**src/rtl/sparse_weight_packer_pkg.sv**
```systemverilog
// rtl/sparse_weight_packer_pkg.sv - shared state encoding and default block geometry
package sparse_weight_packer_pkg;

  typedef enum logic {
    COLLECT = 1'b0,
    EMIT    = 1'b1
  } state_t;

  // Shared with the DP1M4 row so packer and row agree on block shape.
  localparam int BW_DEFAULT    = 4;
  localparam int NNZ_DEFAULT   = 8;
  localparam int TOTAL_DEFAULT = 16;

endpackage

```
**src/rtl/sparse_weight_packer.sv**
```systemverilog
// rtl/sparse_weight_packer.sv - packs a dense weight block into nnz slots plus a position mask
module sparse_weight_packer
  import sparse_weight_packer_pkg::*;
#(
  parameter int bw    = BW_DEFAULT,
  parameter int nnz   = NNZ_DEFAULT,
  parameter int total = TOTAL_DEFAULT
) (
  input  logic                clk,
  input  logic                reset,
  input  logic                w_valid,
  output logic                w_ready,
  input  logic [bw-1:0]       w_data,
  input  logic                w_last,
  output logic                out_valid,
  input  logic                out_ready,
  output logic                load,
  output logic [nnz*bw-1:0]   weights_flat,
  output logic [total-1:0]    weight_mask,
  output logic                overflow
);

  localparam int POS_W = $clog2(total + 1);
  localparam int NZC_W = $clog2(nnz + 1);
  localparam logic [total-1:0] MASK_ONE = total'(1);

  state_t             state_q;
  logic [POS_W-1:0]   pos_q;
  logic [NZC_W-1:0]   nzc_q;
  logic [total-1:0]   mask_q;
  logic               overflow_q;

  logic accept;
  logic nonzero;
  logic slot_we;
  logic done_beat;

  // Gating with reset keeps w_ready low during reset yet high on the first cycle after release.
  assign w_ready   = reset & (state_q == COLLECT);
  assign out_valid = (state_q == EMIT);
  assign load      = out_valid & out_ready;

  assign accept    = w_valid & w_ready;
  assign nonzero   = accept && (w_data != '0);
  assign slot_we   = nonzero && (nzc_q < NZC_W'(nnz));
  assign done_beat = accept && (w_last || (pos_q == POS_W'(total - 1)));

  always_ff @(posedge clk or negedge reset) begin
    if (!reset) begin
      state_q    <= COLLECT;
      pos_q      <= '0;
      nzc_q      <= '0;
      mask_q     <= '0;
      overflow_q <= 1'b0;
    end else begin
      case (state_q)
        COLLECT: begin
          if (accept) begin
            pos_q <= pos_q + POS_W'(1);
            if (slot_we) begin
              nzc_q  <= nzc_q + NZC_W'(1);
              mask_q <= mask_q | (MASK_ONE << pos_q);
            end else if (nonzero) begin
              overflow_q <= 1'b1;
            end
            if (done_beat) state_q <= EMIT;
          end
        end
        EMIT: begin
          if (out_ready) begin
            state_q    <= COLLECT;
            pos_q      <= '0;
            nzc_q      <= '0;
            mask_q     <= '0;
            overflow_q <= 1'b0;
          end
        end
        default: state_q <= COLLECT;
      endcase
    end
  end

  // Each slot only ever captures the nonzero that arrives while nzc points at it.
  for (genvar k = 0; k < nnz; k++) begin : g_slot
    logic [bw-1:0] slot_q;

    always_ff @(posedge clk or negedge reset) begin
      if (!reset) begin
        slot_q <= '0;
      end else if (load) begin
        slot_q <= '0;
      end else if (slot_we && (nzc_q == NZC_W'(k))) begin
        slot_q <= w_data;
      end
    end

    assign weights_flat[k*bw +: bw] = slot_q;
  end

  assign weight_mask = mask_q;
  assign overflow    = overflow_q;

endmodule

```
**config.mk**
```make
export PLATFORM = sky130hd
export DESIGN_NAME = sparse_weight_packer
export DESIGN_NICKNAME = d
export VERILOG_FILES = /design/src/rtl/sparse_weight_packer_pkg.sv /design/src/rtl/sparse_weight_packer.sv
export SDC_FILE = /design/constraint.sdc
export NUM_CORES = 1
export LEC_CHECK = 0
export BUFFER_PORTS_ARGS = -buffer_cell sky130_fd_sc_hd__buf_4
export CELL_PAD_IN_SITES_DETAIL_PLACEMENT = 1
export CELL_PAD_IN_SITES_GLOBAL_PLACEMENT = 1
export CORE_ASPECT_RATIO = 1.75
export CORE_MARGIN = 2
export CORE_UTILIZATION = 40
export DETAILED_ROUTE_END_ITERATION = 7
export HOLD_SLACK_MARGIN = 0.06
export PLACE_DENSITY_LB_ADDON = 0.15
export SLEW_MARGIN = 0
export SYNTH_ARGS = -nofsm -noshare
export SYNTH_HDL_FRONTEND = slang
export SYNTH_SLANG_ARGS = --single-unit
```
**constraint.sdc**
```tcl
create_clock -name clk -period 1.7 [get_ports clk]
set_input_delay 0.085 -clock clk [delete_from_list [all_inputs] [get_ports clk]]
set_output_delay 0.085 -clock clk [all_outputs]
set_load 0.1 [all_outputs]
```
==> run_results.csv <==
group,metric,value,unit
run_status,status,"completed",
detailed_routing,vias_per_cell,5.29,
run,drv_cap,0,
clock_network,path_clk_slew,50,ps
critical_path,end_kind,"output pin",
synthesis,synth.area.mux_share,11.4,%
critical_path,critPathKind,"flip-flop to output pin",
critical_path,reg2regPathDepth,4,
die,row_count,40,
sta,hold_ws,145,ps
detailed_routing,vias,2215,
detailed_routing,first_iter_violations,108,
detailed_routing,dr.pass1.iters,4,
power_and_ir_drop,p_sw,3.85,mW
synthesis,synth_fp_nets,275,
die,die_w,67.4,µm
clock_network,root_buffer,"clkbuf_16",
synthesis,synth-compound-area-share,7.91,%
layout,area_delta_synth_final,32.9,%
min_path,hold_class,"input pin to asynchronous set/reset pin",
sta,setup_viol,0,
clock_network,cts_tree,"built",
critical_path,slowest_delay,480,ps
sta,drv_slew,0,
synthesis,postSynth.topFlopCell,"dfrtp_1",
global_route,grt_max_degree,51,
clock_network,h-tree-depth,3,
sta,period_share,94.5,%
layout,diodes,0,
clock_network,cts.sinks,59,
synthesis,synth_xor_area_share,0,%
sta,layout_min_cycle_time,1610,ps
synthesis,synth_edf_count,0,
clock_network,clock_latency,330,ps
layout,final_util,54.6,%
synthesis,synth_cells,255,
critical_path,timing.rr.end,"g_slot[3].slot_q[1]",
critical_path,slowest_stage,"dfrtp_2",
placed_design,hpwl,5290,µm
power_and_ir_drop,combPwrFrac,50.6,%
synthesis,netlist-cell-type-count,40,
sta,relSlewSlack,56.8,%
detailed_routing,ant_nets,0,
synthesis,yosys.area_share.simple,19.4,%
clock_network,cts_buffer_depth,2,
sta,setup_ws,94.0,ps
power_and_ir_drop,clkPwrFrac,21.6,%
power_and_ir_drop,intPower,3.63,mW
critical_path,critical-path-top-delay-family,"buffers and inverters",
layout,nNetsFinal,351,
layout,layout_commonest_cell,"buf_4",
critical_path,reg2reg_slack,120,ps
power_and_ir_drop,seq_power_share,27.8,%
power_and_ir_drop,power_density,2000,nW/µm²
sta,fmax,0.623,GHz
critical_path,worstPathMaxFanout,11,
global_route,antenna_found_initial,0,
critical_path,worstSetupStartpointType,"flip-flop",
critical_path,required,1620,ps
detailed_routing,drc_errors,0,
die,initial_utilization,41.0,%
global_route,overflow,0,
synthesis,async_flop_share,100,%
critical_path,cp.arrival,1520,ps
critical_path,worstReg2RegStart,"out_valid",
synthesis,yosys_register_bits,59,
layout,layout_common_cells,"77 x buf_4, 58 x dfrtp_1, 43 x nand2_1",
global_route,grt_pass1_vias,2312,
layout,drive_gt1_share,31.0,%
detailed_routing,wirelength,7480,µm
power_and_ir_drop,leakage,1.95,nW
sta,fin_skew,3.82,ps
clock_network,cts_buffers,9,
synthesis,synth.avg_cell_area,11.0,µm²
placed_design,port_buffers,60,
critical_path,crit_path_cell_trace,"nand2_1 > clkinvlp_4 > buf_4",
synthesis,ys_seq_area_share,52.5,%
placed_design,gp_congestion,0.799,
synthesis,synth_top_family_by_area,"simple AND/OR/NAND/NOR gates",
power_and_ir_drop,power_switching_share,51.5,%
detailed_routing,post_drt_wl_per_cell,17.9,µm
synthesis,netlist_area,2810,µm²
placed_design,dpl_worst_slack,128,ps
global_route,grtUsageTotal,21.5,%
power_and_ir_drop,vdd.ir_drop.worst,0.00123,V
critical_path,worstPathBufferInverterCount,2,
sta,tns,0,ps
sta,hold_viol_final,0,
sta,worstMarginPinSlew,648,ps
die,die_h,115,µm
synthesis,ys_warn_count,0,
die,coreArea,6860,µm²
global_route,grt_pass1_wl,11900,µm
die,die_area,7750,µm²
die,top_level_ports,61,
synthesis,synth_adder_area_share,4.89,%
-- worst max path at each step --
stage                   start                  end  slack [ps]  depth (start not counted)
global placement    out_valid  g_slot[5].slot_q[0]         180                          4
finish              out_valid                 load          90                          3
floorplan           out_valid  g_slot[4].slot_q[0]          30                          4
CTS                 out_valid                 load         0.4                          3
global route        out_valid                 load          -8                          3
detailed placement  out_valid  g_slot[5].slot_q[0]         130                          4
-- metal layers --
layer | share of wire, % | routed length [µm] | track usage (%) | vias up
li1 | - | - | - | 1041
met1 | 38 | 2880 | 23.8 | 1115
met2 | 56 | 4160 | 37.6 | 44
met3 | 3.6 | 272 | 5.87 | 15
met4 | 2.2 | 168 | 9.25 | 0
met5 | 0 | 0 | 0 | -
-- stage by stage --
step / power (mW) / std cells / cell area, µm²
after global placement: 5.85 / 397 / 3420
after global routing: 7.80 / 419 / 3740
after CTS: 7.55 / 415 / 3710
final: 7.48 / 419 / 3740
after detailed placement: 5.90 / 397 / 3420
after floorplan: 4.99 / 255 / 2820
-- power by group through the flow --
stage                     registers, mW  logic (mW)  clock network [mW]
after floorplan                    4.23       0.762                   0
after global placement             2.10        3.75                   0
after detailed placement           2.11        3.79                   0
after CTS                          2.09        3.81                1.65
after global routing               2.13        3.97                1.70
final                              2.08        3.79                1.61
-- logic make-up (layout without fill, tap and decap cells) --
group | after synthesis | after routing
muxes | 32 | 32
AOI/OAI and AO/OA | 32 | 32
buffers and inverters | 24 | 104
and+or+nand+nor | 97 | 97
DFF | 59 | 59
adders and majority gates | 11 | 11
-- sequential cells by signal (all words and copies together), names as in the netlist --
signal,cells
overflow,1
pos_q,5
nzc_q,4
g_slot.slot_q,32
weight_mask,16
out_valid,1
-- cells in the mapped netlist, types with 2 or more instances --
| library cell | count | area [µm²] |
|---|---|---|
| nand2_1 | 43 | 161 |
| nor2_1 | 12 | 45.0 |
| nor3_2 | 4 | 40.0 |
| dfrtp_1 | 59 | 1480 |
| nor4b_1 | 3 | 26.3 |
| buf_1 | 2 | 7.51 |
| nor2b_1 | 6 | 37.5 |
| nand3_1 | 5 | 25.0 |
| o21ai_0 | 6 | 30.0 |
| and3b_1 | 2 | 17.5 |
| nor4_1 | 2 | 12.5 |
| nand2b_1 | 3 | 18.8 |
| a21oi_1 | 4 | 20.0 |
| inv_1 | 9 | 33.8 |
| ha_1 | 11 | 138 |
| clkbuf_1 | 6 | 22.5 |
| buf_4 | 2 | 15.0 |
| a31oi_1 | 4 | 25.0 |
| buf_2 | 4 | 20.0 |
| a41oi_1 | 7 | 61.3 |
| o21a_1 | 5 | 37.5 |
| nand4b_2 | 4 | 60.1 |
| mux2i_1 | 32 | 320 |
| and3_1 | 2 | 12.5 |
| nor3b_1 | 3 | 22.5 |
-- layout make-up --
type / instances / area [µm²]
clock buffer: 12 / 246
clock inverter: 3 / 15.0
fill: 744 / 3120
inverter: 9 / 37.5
multi-input combinational: 172 / 1250
sequential: 59 / 1480
tap: 84 / 105
timing repair buffer: 80 / 608
-- what timing repair did --
action,CTS,global route
gates resized for setup,1,0
hold endpoints to repair,11,0
buffers inserted,0,4
setup endpoints to repair,1,1
hold buffers,3,0
Note: power is estimated with default switching activity, not from simulation.
